File: src/rtl/boc_sig_tx.sv
// BOC(1,1) B1 ranging-signal transmitter: Gold code, half-chip code NCO, BOC subcarrier,
// NH/data-bit modulation and carrier NCO with cosine LUT, producing a signed 8-bit IF stream.
//
// state | meaning
// IDLE  | waiting for an accepted rx_start, outputs quiet
// SEEK  | advancing the LFSRs one chip per clock up to the start code phase
// RUN   | NCOs running, tx_sample valid
module boc_sig_tx #(
  parameter int ACC_WIDTH     = 32,
  parameter int PRN_PHS_WIDTH = 12,
  parameter int PRN_HALF_LEN  = 4092,
  parameter bit NH_EN         = 1'b1
) (
  input  logic                     rx_clk,
  input  logic                     rx_rst_n,
  input  logic                     rx_start,
  input  logic                     rx_stop,
  input  logic [PRN_PHS_WIDTH-1:0] rx_init_phs,
  input  logic [3:0]               rx_g2_tap_a,
  input  logic [3:0]               rx_g2_tap_b,
  input  logic [ACC_WIDTH-1:0]     rx_prn_fcw,
  input  logic [ACC_WIDTH-1:0]     rx_car_fcw,
  input  logic                     rx_bit_vld,
  input  logic                     rx_bit,
  output logic                     tx_bit_rdy,
  output logic signed [7:0]        tx_sample,
  output logic                     tx_sample_vld,
  output logic                     tx_prn_sop,
  output logic [PRN_PHS_WIDTH-1:0] tx_prn_phs,
  output logic                     tx_busy,
  output logic                     tx_underrun
);

  localparam int SW = PRN_PHS_WIDTH - 1;
  localparam logic [10:0] LFSR_SEED = 11'b010_1010_1010;
  localparam logic [19:0] NH_SEQ    = 20'b0000_0100_1101_0100_1110;
  localparam logic [PRN_PHS_WIDTH-1:0] HALF_LEN = PRN_PHS_WIDTH'(PRN_HALF_LEN);
  localparam logic [PRN_PHS_WIDTH-1:0] PHS_LAST = PRN_PHS_WIDTH'(PRN_HALF_LEN - 1);

  typedef enum logic [1:0] {IDLE, SEEK, RUN} state_t;
  state_t state, state_nxt;

  logic [11:1]          g1, g2;
  logic [15:0]          g2_ext;
  logic [3:0]           tap_a, tap_b;
  logic [SW-1:0]        seek_cnt;
  logic [ACC_WIDTH-1:0] prn_acc, car_acc;
  logic [ACC_WIDTH:0]   prn_sum;
  logic [4:0]           nh_idx;
  logic                 cur_bit, buf_full, buf_bit;
  logic                 carry, wrap, start_ok, seek_done, bit_bnd, bypass, buf_wr;
  logic                 chip, nh_bit, mod_bit;
  logic signed [7:0]    lut;

  function automatic logic [11:1] g1_step(input logic [11:1] g);
    return {g[10:1], g[1] ^ g[7] ^ g[8] ^ g[9] ^ g[10] ^ g[11]};
  endfunction

  function automatic logic [11:1] g2_step(input logic [11:1] g);
    return {g[10:1], g[1] ^ g[2] ^ g[3] ^ g[4] ^ g[5] ^ g[8] ^ g[9] ^ g[11]};
  endfunction

  assign prn_sum   = {1'b0, prn_acc} + {1'b0, rx_prn_fcw};
  assign carry     = prn_sum[ACC_WIDTH];
  assign wrap      = carry && (tx_prn_phs == PHS_LAST);
  assign start_ok  = rx_start && !rx_stop && (rx_init_phs < HALF_LEN);
  assign seek_done = (state == SEEK) && (seek_cnt <= SW'(1));
  assign bit_bnd   = !rx_stop && (seek_done || ((state == RUN) && wrap && (nh_idx == 5'd19)));
  // Bypass: the bit arrives exactly on an empty-buffer boundary and goes straight to cur_bit.
  assign bypass    = bit_bnd && !buf_full && rx_bit_vld;
  assign buf_wr    = rx_bit_vld && !buf_full && !bypass;

  assign g2_ext  = {4'b0000, g2, 1'b0};
  assign chip    = g1[11] ^ g2_ext[tap_a] ^ g2_ext[tap_b];
  assign nh_bit  = NH_EN & NH_SEQ[5'd19 - nh_idx];
  assign mod_bit = chip ^ tx_prn_phs[0] ^ nh_bit ^ cur_bit;

  assign tx_bit_rdy = !buf_full;
  assign tx_busy    = (state != IDLE);

  always_comb begin
    lut = 8'sd0;
    case (car_acc[ACC_WIDTH-1 -: 3])
      3'd0: lut = 8'sd127;
      3'd1: lut = 8'sd90;
      3'd2: lut = 8'sd0;
      3'd3: lut = -8'sd90;
      3'd4: lut = -8'sd127;
      3'd5: lut = -8'sd90;
      3'd6: lut = 8'sd0;
      3'd7: lut = 8'sd90;
      default: lut = 8'sd0;
    endcase
  end

  always_ff @(posedge rx_clk or negedge rx_rst_n) begin
    if (!rx_rst_n) state <= IDLE;
    else           state <= state_nxt;
  end

  always_comb begin
    state_nxt = state;
    case (state)
      IDLE: if (start_ok) state_nxt = SEEK;
      SEEK: begin
        if (rx_stop)        state_nxt = IDLE;
        else if (seek_done) state_nxt = RUN;
      end
      RUN:  if (rx_stop) state_nxt = IDLE;
      default: state_nxt = IDLE;
    endcase
  end

  always_ff @(posedge rx_clk or negedge rx_rst_n) begin
    if (!rx_rst_n) begin
      g1            <= LFSR_SEED;
      g2            <= LFSR_SEED;
      tap_a         <= '0;
      tap_b         <= '0;
      seek_cnt      <= '0;
      prn_acc       <= '0;
      car_acc       <= '0;
      nh_idx        <= '0;
      cur_bit       <= 1'b0;
      buf_full      <= 1'b0;
      buf_bit       <= 1'b0;
      tx_prn_phs    <= '0;
      tx_prn_sop    <= 1'b0;
      tx_sample     <= '0;
      tx_sample_vld <= 1'b0;
      tx_underrun   <= 1'b0;
    end else begin
      tx_prn_sop    <= 1'b0;
      tx_sample     <= '0;
      tx_sample_vld <= 1'b0;

      if (bit_bnd && buf_full) begin
        buf_full <= 1'b0;
      end else if (buf_wr) begin
        buf_full <= 1'b1;
        buf_bit  <= rx_bit;
      end

      if (bit_bnd) begin
        if (buf_full)        cur_bit <= buf_bit;
        else if (rx_bit_vld) cur_bit <= rx_bit;
        else begin
          cur_bit     <= 1'b0;
          tx_underrun <= 1'b1;
        end
      end

      case (state)
        IDLE: begin
          // NCOs restart from zero so every run from a given phase is reproducible.
          if (start_ok) begin
            tap_a       <= rx_g2_tap_a;
            tap_b       <= rx_g2_tap_b;
            g1          <= LFSR_SEED;
            g2          <= LFSR_SEED;
            tx_prn_phs  <= rx_init_phs;
            seek_cnt    <= rx_init_phs[PRN_PHS_WIDTH-1:1];
            nh_idx      <= '0;
            prn_acc     <= '0;
            car_acc     <= '0;
            tx_underrun <= 1'b0;
          end
        end
        SEEK: begin
          if (!rx_stop && (seek_cnt != '0)) begin
            g1       <= g1_step(g1);
            g2       <= g2_step(g2);
            seek_cnt <= seek_cnt - SW'(1);
          end
        end
        RUN: begin
          if (!rx_stop) begin
            prn_acc       <= prn_sum[ACC_WIDTH-1:0];
            car_acc       <= car_acc + rx_car_fcw;
            tx_sample     <= mod_bit ? -lut : lut;
            tx_sample_vld <= 1'b1;
            if (wrap) begin
              tx_prn_phs <= '0;
              tx_prn_sop <= 1'b1;
              g1         <= LFSR_SEED;
              g2         <= LFSR_SEED;
              nh_idx     <= (nh_idx == 5'd19) ? 5'd0 : nh_idx + 5'd1;
            end else if (carry) begin
              tx_prn_phs <= tx_prn_phs + PRN_PHS_WIDTH'(1);
              if (tx_prn_phs[0]) begin
                g1 <= g1_step(g1);
                g2 <= g2_step(g2);
              end
            end
          end
        end
        default: ;
      endcase
    end
  end

endmodule

File: config.mk
export PLATFORM = sky130hd
export DESIGN_NAME = boc_sig_tx
export DESIGN_NICKNAME = d
export VERILOG_FILES = /design/src/rtl/boc_sig_tx.sv
export SDC_FILE = /design/constraint.sdc
export NUM_CORES = 1
export LEC_CHECK = 0
export ABC_AREA = 1
export CORE_MARGIN = 4
export CORE_UTILIZATION = 45
export CTS_BUF_LIST = sky130_fd_sc_hd__clkbuf_4
export DETAILED_ROUTE_END_ITERATION = 6
export PLACE_DENSITY_LB_ADDON = 0.05
export REMOVE_ABC_BUFFERS = 1
export SYNTH_ARGS = -nofsm -noshare
export SYNTH_HDL_FRONTEND = slang
export SYNTH_SLANG_ARGS = --single-unit
export TNS_END_PERCENT = 1
File: constraint.sdc
create_clock -name rx_clk -period 2.1 [get_ports rx_clk]
set_input_delay 0.63 -clock rx_clk [delete_from_list [all_inputs] [get_ports rx_clk]]
set_output_delay 0.63 -clock rx_clk [all_outputs]
set_load 0.005 [all_outputs]
==> key figures, run 1 <==
Route
  – Vias: 11400
  – Drt first pass iters: 5
  – DRC viols: 0
  – Iter 0 DRT Violations: 708
  – Post-DRT Antenna Nets: 0
  – Final WL: 32100 µm
  – Vias/cell: slightly above 5
  – Per-cell routed wire length: 14.3 µm

Placed design
  – IO buf count: 114
  – Detailed placer's ending HPWL: ~25000 µm
  – Placed cell areas: approximately 14000 µm²
  – RD Place Congestion: ~0.91

Power and ir drop
  – Switching power: approximately 9 mW
  – Cell Pwr Density: 1270 nW/µm²
  – Clk pwr share: 9.9%
  – Seq pwr share: 23.8%
  – Leakage: 7.52 nW
  – Pint: 10.3 mW
  – Worst VDD drop: 0.669 mV
  – Switching share of power: 46.8%
  – Combinational share of power: ~66%

Worst setup path
  – Critical path's slowest cell: clkdlybuf4s50_1
  – CP Data Arrival Time: 2.90 ns
  – Worst Setup EP: g2[9]
  – Most used cell, CP: nand2_2
  – CP startpoint kind: input port
  – Required @ worst endpoint: 2.59 ns
  – CP max FO: 7
  – Worst setup EP type: register
  – CP startpoint: rx_prn_fcw[18]
  – R2R setup slack: -0.25 ns
  – Origin of the critical flop-to-flop path: prn_acc[0]
  – Largest stage delay on the critical path: 0.41 ns
  – Top delay family on crit path: simple AND/OR/NAND/NOR gates
  – Setup CP Type: in2reg
  – Worst path bufs/invs: 3
  – Worst R2R End: g2[9]
  – Cell depth of the worst flop-to-flop path: 18
  – Crit path depth: 16
  – Critical path cell sequence: clkdlybuf4s50_1 > ha_1 > nand2_2 > inv_2 > nand2_1 > nand2_2 > nand2_2 > nand2_2 > a21oi_4 > nand2_4 > a21oi_4 > nand2_4 > nand3_4 > clkbuf_16 > nand2_2 > o21ai_2

Final layout
  – # nets final: 2081
  – Final Util: 64.9%
  – Fill cells: about 2100
  – Layout cells sized above 1: 26.5%
  – Area growth, synth to finish: 42.0%
  – Fin area: 15200 µm²

STA
  – Minimum clock period: 2.40 ns
  – Final Worst Setup Slack: -0.304 ns
  – Final Hold Viols: 0
  – Period utilization: 114%
  – Clk_skew: 0.0305 ns
  – Upper clock frequency limit: between 0.4 and 0.5 GHz
  – Setup-failing EPs final: 64
  – Fin. max-slew vios: 0
  – Slew at the pin closest to its max-slew limit: 0.584 ns
  – Slew margin rel.: about three fifths
  – Unrepaired setup endpoints after global routing: yes

Synthesis
  – Synth warn: 0
  – Commonest cells post-synth: 420 x nand2_1, 146 x inv_1, 140 x nor2_1
  – Ys async rst share: 100%
  – Distinct cells, synth: 49
  – Top cells by area, synth: dfrtp_1 29%, nand2_1 15%, ha_1 9.4%, o21ai_0 5.9%, a21oi_1 5.9%
  – Syn_area_per_cell: 6.99 µm²
  – Seq cells post-synth: 135
  – Mapped Cells: ~1500
  – Mapped Area: 10700 µm²
  – Top-count cell post-synth: nand2_1
  – Cell taking the most area after synthesis: dfrtp_1
  – Post-synthesis sequential area ratio: 31.7%
  – Post-synth EDFFs: 0
  – Top_reg_cell synth: dfrtp_1
  – Share of the synthesized area in the top cell type: 29.3%

Flow run
  – Max Cap Violations: 0

Worst hold path
  – Hold Path Class: reg2reg
  – Start point of the worst hold path: g1[2]

Floorplan
  – Num rows: 56
  – Die ar.: roughly 26000 µm²
  – CORE AREA: 23400 µm²
  – Die Wd: between 150 and 200 µm
  – Die height: 162 µm
  – I/O Pins: between 100 and 150
  – Starting Density: 45.7%

GRT
  – Largest net degree at the start of global routing: 39
  – Vias in the first global route: 11000
  – Initial antenna violation count: 1
  – First-pass GRT wire length: 52000 µm
  – Overall Global Routing Usage: between 20% and 30%
  – Global route overflow: 0

Clock network
  – Reg clk slew, reported paths: between 0.1 and 0.15 ns
  – Bufs on Longest Clock Path: 2
  – Root Buffer: clkbuf_4
  – Worst skew pair latency: ~0.56 ns
  – Clock sink count: 135
  – CTS tree: done
  – CTS buffer count: 17
  – CTS H-tree depth: 4

Status
  – Failing checks: setup timing
  – Outcome: complete, but fails checks
==> power groups by stage <==
stage          Sequential (mW)  Combinational (mW)  Clock, mW
2_1_floorplan             4.33                6.81          0
3_3_place_gp              4.55                11.4          0
3_5_place_dp              4.57                11.6          0
4_1_cts                   4.54                12.0       1.97
5_1_grt                   4.72                14.2       2.07
6_report                  4.59                12.8       1.92
==> worst reg2reg max path, stage by stage, from the launching register on <==
cell       delay (ns)
dfrtp_1          0.38
ha_2             0.20
inv_2            0.04
fa_2             0.32
inv_2            0.07
nand2_2          0.06
nand2_2          0.06
nand3_2          0.06
nand2_2          0.07
nand2_2          0.06
nand2_4          0.09
nand2_4          0.07
nand2_4          0.08
a21oi_4          0.07
nand2_4          0.10
nand3_4          0.21
clkbuf_16        0.26
nand2_2          0.06
o21ai_2          0.05
==> routing by layer <==
metal | track usage [%] | share of wire, % | up-vias
met5 | 0 | 0 | -
met4 | 7.11 | 2.0 | 0
met3 | 3.73 | 3.5 | 42
met2 | 41.2 | 48 | 206
met1 | 31.5 | 46 | 5269
li1 | - | - | 5852
==> sequential cells by signal, summed over array words and instances, names as in the netlist, 5 cells and up <==
signal / count
car_acc: 32
g1: 11
g2: 11
nh_idx: 5
prn_acc: 32
seek_cnt: 11
tx_prn_phs: 12
tx_sample: 5
==> cells in the final DEF, fill, tap and decap left out, drive strengths merged, types with 13 or more instances in the layout <==
master / n
clkdlybuf4s50: 87
nor3: 17
clkbuf: 21
nor2: 144
ha: 80
xor2: 21
nand4: 15
o21ai: 151
inv: 161
nand3b: 13
dlygate4sd2: 21
nand2: 451
xnor2: 13
nand3: 86
a21oi: 132
buf: 280
dfrtp: 125
==> layout make-up <==
cell class / instances / area [µm²] / share of cell area [%]
Tap cell: 319 / 399 / 2.63
Clock inverter: 14 / 166 / 1.10
Sequential cell: 135 / 3400 / 22.4
Timing Repair Buffer: 397 / 3460 / 22.8
Antenna cell: 1 / 2.50 / 0.0165
Inverter: 155 / 584 / 3.85
Clock buffer: 18 / 135 / 0.890
Multi-Input combinational cell: 1203 / 7040 / 46.4
==> metrics by stage <==
step | std cells | power [mW] | setup WS, ns | hold WS [ns] | TNS, ns
floorplan | 1493 | 11.1 | -0.727 | 0.334 | -41.13
global placement | 2197 | 16.0 | -1.02 | 0.459 | -89.16
detailed placement | 2197 | 16.2 | -1.07 | 0.465 | -92.30
CTS | 2234 | 18.6 | -0.268 | 0.484 | -9.46
global route | 2242 | 21.0 | -0.363 | 0.491 | -19.00
finish | 2242 | 19.3 | -0.304 | 0.481 | -10.99
==> cell families (layout without fill, tap and decap cells) <==
| family | count (synthesis) | in the layout | share of synthesized area (%) |
|---|---|---|---|
| and+or+nand+nor | 738 | 738 | 29.4 |
| AOI/OAI and AO/OA | 349 | 349 | 19.0 |
| buffers and inverters | 191 | 584 | 7.33 |
| DFF | 135 | 135 | 31.7 |
| adders and majority gates | 82 | 82 | 9.74 |
| xor gates and xnor gates | 34 | 34 | 2.79 |
| other | 0 | 1 | 0 |
==> how the worst min path moves through the flow <==
| stage | endpoint | cells after the start |
|---|---|---|
| after floorplan | buf_bit | 0 |
| after global placement | car_acc[3] | 2 |
| after detailed placement | g1[2] | 2 |
| after CTS | g1[2] | 2 |
| after global routing | g1[2] | 2 |
| final | g1[2] | 2 |
==> timing repair <==
item,in CTS,in global routing
gates cloned,1,4
hold endpoints to repair,30,0
pin swaps,5,16
endpoints found under the setup margin,112,112
setup buffers,3,3
gates resized for setup,87,82
hold buffers,1,0
Note: power is estimated with default switching activity, not from simulation.
==> inputs of run 2 (changes only) <==
--- a/config.mk
+++ b/config.mk
@@ -5,7 +5,6 @@
 export SDC_FILE = /design/constraint.sdc
 export NUM_CORES = 1
 export LEC_CHECK = 0
-export ABC_AREA = 1
 export CORE_MARGIN = 4
 export CORE_UTILIZATION = 45
 export CTS_BUF_LIST = sky130_fd_sc_hd__clkbuf_4
==> constraint.sdc (replaced) <==
create_clock -name rx_clk -period 1.98 [get_ports rx_clk]
set_input_delay 0.594 -clock rx_clk [delete_from_list [all_inputs] [get_ports rx_clk]]
set_output_delay 0.594 -clock rx_clk [all_outputs]
set_load 0.005 [all_outputs]
==> key figures, run 2 <==
Status
  – Outcome: complete, but fails checks
  – Failing checks: setup timing

Route
  – Post-DRT Antenna Nets: 0 (unchanged)
  – Iter 0 DRT Violations: 420 (-41%)
  – Per-cell routed wire length: 16.0 µm (+12%)
  – Drt first pass iters: 4 (-1)
  – DRC viols: 0 (unchanged)
  – Vias: 9645 (-15%)
  – Vias/cell: 5.48 (+8.0%)
  – Final WL: 28100 µm (-12%)

Worst setup path
  – Required @ worst endpoint: 2.47 ns (-0.12 ns)
  – CP startpoint kind: input port
  – Critical path's slowest cell: clkdlybuf4s50_1
  – Top delay family on crit path: compound AO/OA/AOI/OAI gates
  – CP Data Arrival Time: 3.21 ns (+0.31 ns)
  – Largest stage delay on the critical path: 0.45 ns (+0.04 ns)
  – Worst setup EP type: register
  – CP max FO: 4 (-3)
  – Worst path bufs/invs: 2 (-1)
  – Critical path cell sequence: clkdlybuf4s50_1 > ha_4 > buf_4 > nand4_1 > o22ai_1 > a31oi_1 > a211oi_2 > a221oi_4 > a221o_1 > o311ai_2 > a21boi_2
  – Setup CP Type: in2reg

Synthesis
  – Distinct cells, synth: 80 (+63%)
  – Synth warn: 0 (unchanged)
  – Mapped Cells: 1098 (-28%)
  – Post-synth EDFFs: 0 (unchanged)
  – Area share of fa/ha/maj cells after synthesis: 10.7% (+0.97 points)
  – Simple-gate share of the synthesized area: 15.3% (-14 points)
  – Top_reg_cell synth: dfrtp_1
  – Commonest cells post-synth: 125 x dfrtp_1, 113 x o21ai_0, 93 x nand2_1
  – Ys async rst share: 100% (unchanged)
  – Xor and xnor area share after synthesis: 6.36% (+3.6 points)
  – Share of the synthesized area in the top cell type: 32.2% (+2.9 points)
  – Seq cells post-synth: 135 (unchanged)
  – Mapped Area: 9720 µm² (-9.1%)
  – Synth Area in Compound Gates: 25.8% (+6.8 points)
  – Top-count cell post-synth: dfrtp_1
  – Top cells by area, synth: dfrtp_1 32%, ha_1 10%, o21ai_0 5.8%, a21oi_1 4.2%, nand3_1 3.8%
  – Cell taking the most area after synthesis: dfrtp_1
  – Syn_area_per_cell: 8.85 µm² (+27%)
  – Main combinational cell family by area after synthesis: compound AO/OA/AOI/OAI gates
  – Post-synthesis sequential area ratio: 34.9% (+3.2 points)
  – Post-synthesis mux area share: 2.79% (+2.8 points)

Final layout
  – Most common cell after layout, fill and taps aside: buf_4
  – Fill cells: 1779 (-17%)
  – # nets final: 1643 (-21%)
  – Most frequent cells in the layout: 255 x buf_4, 124 x dfrtp_1, 90 x nand2_1, 73 x nand3_1, 72 x clkdlybuf4s50_1
  – Layout cells sized above 1: 31.1% (+4.5 points)
  – Area growth, synth to finish: 46.7%
  – Largest regs: car_acc: 32 flops, prn_acc: 32 flops, tx_prn_phs: 12 flops
  – Layout Cells excl Fill: 1761 (-21%)

Floorplan
  – Num rows: 53 (-5.4%)
  – I/O Pins: 115 (unchanged)
  – CORE AREA: 21200 µm² (-9.6%)
  – Die height: 155 µm (-4.4%)
  – Die ar.: 24000 µm² (-8.6%)
  – Starting Density: 45.9% (+0.27 points)
  – Die Wd: 155 µm (-4.4%)

Clock network
  – Root Buffer: clkbuf_4
  – CTS H-tree depth: 4 (unchanged)
  – Clock sink count: 135 (unchanged)
  – CTS tree: done
  – Reg clk slew, reported paths: 0.14 ns (about the same)
  – CTS buffer count: 17 (unchanged)
  – Bufs on Longest Clock Path: 2 (unchanged)
  – Worst skew pair latency: 0.57 ns (about the same)

GRT
  – Initial antenna violation count: 3 (+2)
  – Overall Global Routing Usage: 23.5% (-0.58 points)
  – Largest net degree at the start of global routing: 58 (+49%)
  – Global route overflow: 0 (unchanged)
  – Vias in the first global route: 9640 (-12%)
  – First-pass GRT wire length: 46600 µm (-10%)

Flow run
  – Max Cap Violations: 0 (unchanged)

STA
  – Minimum clock period: around 2.7 ns
  – Final Hold Viols: 0 (unchanged)
  – Setup-failing EPs final: 133 (+110%)
  – Final Worst Setup Slack: -0.734 ns (-0.430 ns)
  – Post-route setup TNS: -49.44 ns (-38.45 ns)
  – Upper clock frequency limit: 0.368 GHz
  – Unrepaired setup endpoints after global routing: yes
  – Slew at the pin closest to its max-slew limit: 0.375 ns (-0.209 ns)
  – Slew margin rel.: 74.7% (+14 points)
  – Fin. max-slew vios: 0 (unchanged)
  – Clk_skew: 0.0291 ns (-0.00141 ns)
  – Period utilization: 137%

Power and ir drop
  – Cell Pwr Density: 737 nW/µm² (-42%)
  – Leakage: 6.69 nW (-11%)
  – Worst VDD drop: 0.720 mV (+7.6%)

Worst hold path
  – Hold Path Class: in2async

Placed design
  – Placed cells: 1721 (-22%)
  – RD Place Congestion: 0.874 (-4.2%)
  – Detailed placer's ending HPWL: 21000 µm (-15%)
  – IO buf count: 114 (unchanged)
## run 2: path summary, 6_finish.rpt
kind / end / start / slack, ns / cells after the start
hold / removal: prn_acc[12] / rx_rst_n / 0.42 / 2
setup reg to reg: car_acc[31] / car_acc[14] / -0.68 / 10
max in group asynchronous: g1[6] / rx_rst_n / 0.89 / 3
setup / recovery: car_acc[31] / rx_car_fcw[14] / -0.73 / 11
min in group rx_clk: prn_acc[0] / rx_prn_fcw[0] / 0.48 / 4
hold reg to reg: prn_acc[25] / prn_acc[25] / 0.50 / 2
## run 2: stage by stage
step                hold WS [ns]  instance area, µm²  setup WS, ns  utilization [%]  total power [mW]
global placement           0.458               13300         -1.46             62.7              8.26
floorplan                  0.298                9490         -4.27                -              6.13
finish                     0.422               14300        -0.734             67.4              10.5
global route               0.394               14300        -0.810             67.4              11.2
CTS                        0.384               14000        -0.687             66.3              10.5
detailed placement         0.461               13300         -1.54             62.7              8.35
## run 2: area by class of cell
type	count	area (µm²)	area share, %
Multi-Input combinational cell	867	6570	46.1
Timing Repair Buffer	401	3480	24.4
Clock inverter	15	154	1.08
Sequential cell	135	3390	23.8
Inverter	49	184	1.29
Tap cell	275	344	2.41
Clock buffer	17	128	0.895
Antenna cell	2	5.00	0.0351
## run 2: metal layers
metal / routed length (µm) / part of all wire (%) / vias to the layer above / global-route usage (%)
li1: - / - / 4809 / -
met3: 1340 / 4.8 / 46 / 4.37
met5: 13 / 0.046 / - / 0
met2: 13000 / 46 / 219 / 38.0
met1: 13300 / 47 / 4569 / 32.5
met4: 500 / 1.8 / 2 / 6.10
## run 2: what timing repair did
item	in CTS	in global routing
hold endpoints to repair	17	0
setup buffers	5	1
endpoints found under the setup margin	158	142
pin swaps	56	29
gates resized for setup	169	77
hold buffers	1	0
## run 2: power breakdown
part           internal [mW]  switching (mW)
Sequential              3.31           0.400
Combinational           2.56            2.34
Clock                  0.755            1.15
## run 2: cell families after synthesis
logic type                 count (synthesis)
AOI/OAI and AO/OA                        380
muxes                                     21
buffers and inverters                     96
and+or+nand+nor                          315
DFF                                      135
adders and majority gates                 82
xor gates and xnor gates                  69
==> inputs of run 3 (changes only) <==
--- a/config.mk
+++ b/config.mk
@@ -5,10 +5,12 @@
 export SDC_FILE = /design/constraint.sdc
 export NUM_CORES = 1
 export LEC_CHECK = 0
+export ABC_AREA = 1
 export CORE_MARGIN = 4
 export CORE_UTILIZATION = 45
 export CTS_BUF_LIST = sky130_fd_sc_hd__clkbuf_4
 export DETAILED_ROUTE_END_ITERATION = 6
+export MAX_ROUTING_LAYER = met4
 export PLACE_DENSITY_LB_ADDON = 0.05
 export REMOVE_ABC_BUFFERS = 1
 export SYNTH_ARGS = -nofsm -noshare
==> key figures, run 3 (synthesized netlist as in run 1, its figures left out) <==
Status
  – Outcome: complete, but fails checks
  – Failing checks: setup timing

Power and ir drop
  – Seq pwr share: 23.0% (-12 points)
  – Clk pwr share: 10.6% (-7.5 points)
  – Pint: 11.3 mW (+71%)
  – Cell Pwr Density: 1370 nW/µm² (+85%)
  – Leakage: 7.68 nW (+15%)
  – Switching power: 9.81 mW (+150%)
  – Combinational share of power: 66.4% (+20 points)
  – Switching share of power: 46.4% (+9.4 points)
  – Worst VDD drop: 0.855 mV (+19%)

Worst setup path
  – Most used cell, CP: nand2_4
  – CP max FO: 16 (+12)
  – CP Data Arrival Time: 2.82 ns (-0.39 ns)
  – Required @ worst endpoint: 2.47 ns (about the same)
  – CP startpoint kind: input port
  – Critical path cell sequence: clkdlybuf4s50_1 > ha_4 > a21oi_2 > nand2_1 > a21oi_2 > nand2_4 > nand2_4 > nand2_4 > a21oi_4 > nand2_4 > nand3_4 > buf_16 > nand2_2 > o21ai_2
  – Worst R2R End: g2[3]
  – Setup CP Type: in2reg
  – Critical path's slowest cell: clkdlybuf4s50_1
  – Top delay family on crit path: buffers and inverters
  – CP startpoint: rx_prn_fcw[15]
  – Worst Setup EP: g1[4]
  – Cell depth of the worst flop-to-flop path: 18 (+8)
  – Worst path bufs/invs: 2 (unchanged)
  – Largest stage delay on the critical path: 0.50 ns (+0.05 ns)
  – Crit path depth: 14 (+3)
  – R2R setup slack: -0.35 ns (+0.33 ns)
  – Origin of the critical flop-to-flop path: prn_acc[0]
  – Worst setup EP type: register

Clock network
  – CTS buffer count: 17 (unchanged)
  – Root Buffer: clkbuf_4
  – Reg clk slew, reported paths: 0.12 ns (-0.02 ns)
  – Clock sink count: 135 (unchanged)
  – Bufs on Longest Clock Path: 2 (unchanged)
  – Worst skew pair latency: 0.57 ns (about the same)
  – CTS tree: done
  – CTS H-tree depth: 4 (unchanged)

Route
  – Final WL: 32700 µm (+16%)
  – Vias/cell: 5.08 (-7.2%)
  – DRC viols: 0 (unchanged)
  – Post-DRT Antenna Nets: 0 (unchanged)
  – Drt first pass iters: 5 (+1)
  – Vias: 11400 (+18%)
  – Per-cell routed wire length: 14.5 µm (-8.8%)
  – Iter 0 DRT Violations: 583 (+39%)

STA
  – Minimum clock period: 2.33 ns (-0.382 ns)
  – Final Hold Viols: 0 (unchanged)
  – Period utilization: 118% (-19 points)
  – Final Worst Setup Slack: -0.352 ns (+0.382 ns)
  – Setup-failing EPs final: 76 (-43%)
  – Clk_skew: 0.0420 ns (+0.0129 ns)
  – Upper clock frequency limit: 0.429 GHz (+16%)
  – Slew margin rel.: 62.2% (-13 points)
  – Unrepaired setup endpoints after global routing: yes
  – Slew at the pin closest to its max-slew limit: 0.567 ns (+0.192 ns)
  – Fin. max-slew vios: 0 (unchanged)

Placed design
  – Placed cell areas: 14300 µm² (+7.6%)
  – Detailed placer's ending HPWL: 24800 µm (+18%)
  – RD Place Congestion: 0.894 (+2.3%)
  – IO buf count: 114 (unchanged)
  – DP Worst Slack: -1.25 ns (+0.289 ns)

GRT
  – First-pass GRT wire length: 54200 µm (+16%)
  – Initial antenna violation count: 1 (-2)
  – Global route overflow: 0 (unchanged)
  – Largest net degree at the start of global routing: 51 (-12%)
  – Overall Global Routing Usage: 25.7% (+2.3 points)
  – Vias in the first global route: 11500 (+20%)

Final layout
  – Fill cells: 2114 (+19%)
  – # nets final: 2087 (+27%)
  – Area growth, synth to finish: 44.7%
  – Final Util: 66.1% (-1.3 points)
  – Largest regs: car_acc: 32 flops, prn_acc: 32 flops, tx_prn_phs: 12 flops
  – Fin area: 15500 µm² (+8.5%)
  – Footprint of the multi-input gates: 7260 µm² (+11%)
  – Register Area: 3400 µm² (+0.11%)
  – Layout cells sized above 1: 28.1% (-3.0 points)
  – Most frequent cells in the layout: 402 x nand2_1, 268 x buf_4, 139 x inv_1, 126 x nor2_1, 121 x dfrtp_1
  – Most common cell after layout, fill and taps aside: nand2_1

Floorplan
  – Die ar.: 26300 µm² (+9.5%)
  – CORE AREA: 23400 µm² (+11%)
  – Starting Density: 45.7% (-0.27 points)
  – Die Wd: 162 µm (+4.6%)
  – Num rows: 56 (+5.7%)
  – Die height: 162 µm (+4.6%)
  – I/O Pins: 115 (unchanged)

Worst hold path
  – Hold Path Class: reg2reg

Flow run
  – Max Cap Violations: 0 (unchanged)
==> run 3: changes by cell type in the layout (fill, tap and decap cells not counted), moves of 25 or more <==
| cell | delta |
|---|---|
| nand2_1 | +312 |
| nand2_2 | +35 |
| o21ai_0 | +25 |
| nor2_1 | +67 |
| inv_1 | +92 |
| a21oi_1 | +36 |
| a22o_1 | -25 |
==> run 3: worst min-delay path by stage <==
stage	slack [ns]	from	cells after the start	end
detailed placement	0.47	car_acc[4]	2	car_acc[4]
global route	0.49	g1[2]	2	g1[2]
global placement	0.46	car_acc[3]	2	car_acc[3]
finish	0.48	g1[2]	2	g1[2]
CTS	0.48	g1[6]	2	g1[6]
floorplan	0.30	rx_rst_n	0	buf_bit
==> run 3: repair_timing <==
action / CTS / global route
gates cloned: 2 / 1
hold buffers: 1 / 0
pin swaps: 8 / 10
endpoints found under the hold margin: 14 / 0
resized for setup: 167 / 83
buffers inserted: 2 / 1
setup endpoints to repair: 128 / 119
==> run 3: metal layers <==
layer  track usage [%]  wire [µm]  vias to the layer above
met5                 -          0                        -
met4              6.88        613                        0
met3              2.92       1180                       48
met2              43.6      15800                      251
met1              32.9      15100                     5256
li1                  -          -                     5867
==> run 3: layout make-up <==
| class | count | share of cell area (%) |
|---|---|---|
| Antenna cell | 1 | 0.0162 |
| Clock buffer | 18 | 0.874 |
| Clock inverter | 14 | 1.26 |
| Inverter | 155 | 3.83 |
| Multi-Input combinational cell | 1203 | 46.9 |
| Sequential cell | 135 | 22.0 |
| Tap cell | 319 | 2.58 |
| Timing Repair Buffer | 403 | 22.6 |
==> run 3: power by group through the flow <==
stage	Combinational, mW	Sequential, mW	Clock, mW
floorplan	7.22	4.59	0
global placement	12.4	4.77	0
detailed placement	12.6	4.78	0
CTS	13.5	4.81	2.30
global route	15.6	5.00	2.41
finish	14.0	4.86	2.24
==> run 3: worst register-to-register path, cell delays in order (launching register included) <==
cell and delay (ns):
dfrtp_1 0.37, ha_2 0.20, inv_2 0.04, fa_2 0.33, inv_2 0.09, nand2_4 0.05, nand2_2 0.05, nand3_2 0.06
nand2_2 0.07, nand2_2 0.06, nand2_4 0.09, nand2_4 0.07, nand2_4 0.08, a21oi_4 0.07, nand2_4 0.10, nand3_4 0.18
buf_12 0.22, nand2_1 0.07, o21ai_2 0.05
==> run 3: through the flow <==
step                hold WS [ns]  power (mW)  TNS, ns  std cells
floorplan                  0.298        11.8   -52.19       1493
global placement           0.459        17.1  -101.26       2208
detailed placement         0.468        17.4  -104.11       2208
CTS                        0.485        20.6   -12.67       2245
global route               0.490        23.0   -26.94       2248
finish                     0.485        21.1   -13.79       2248
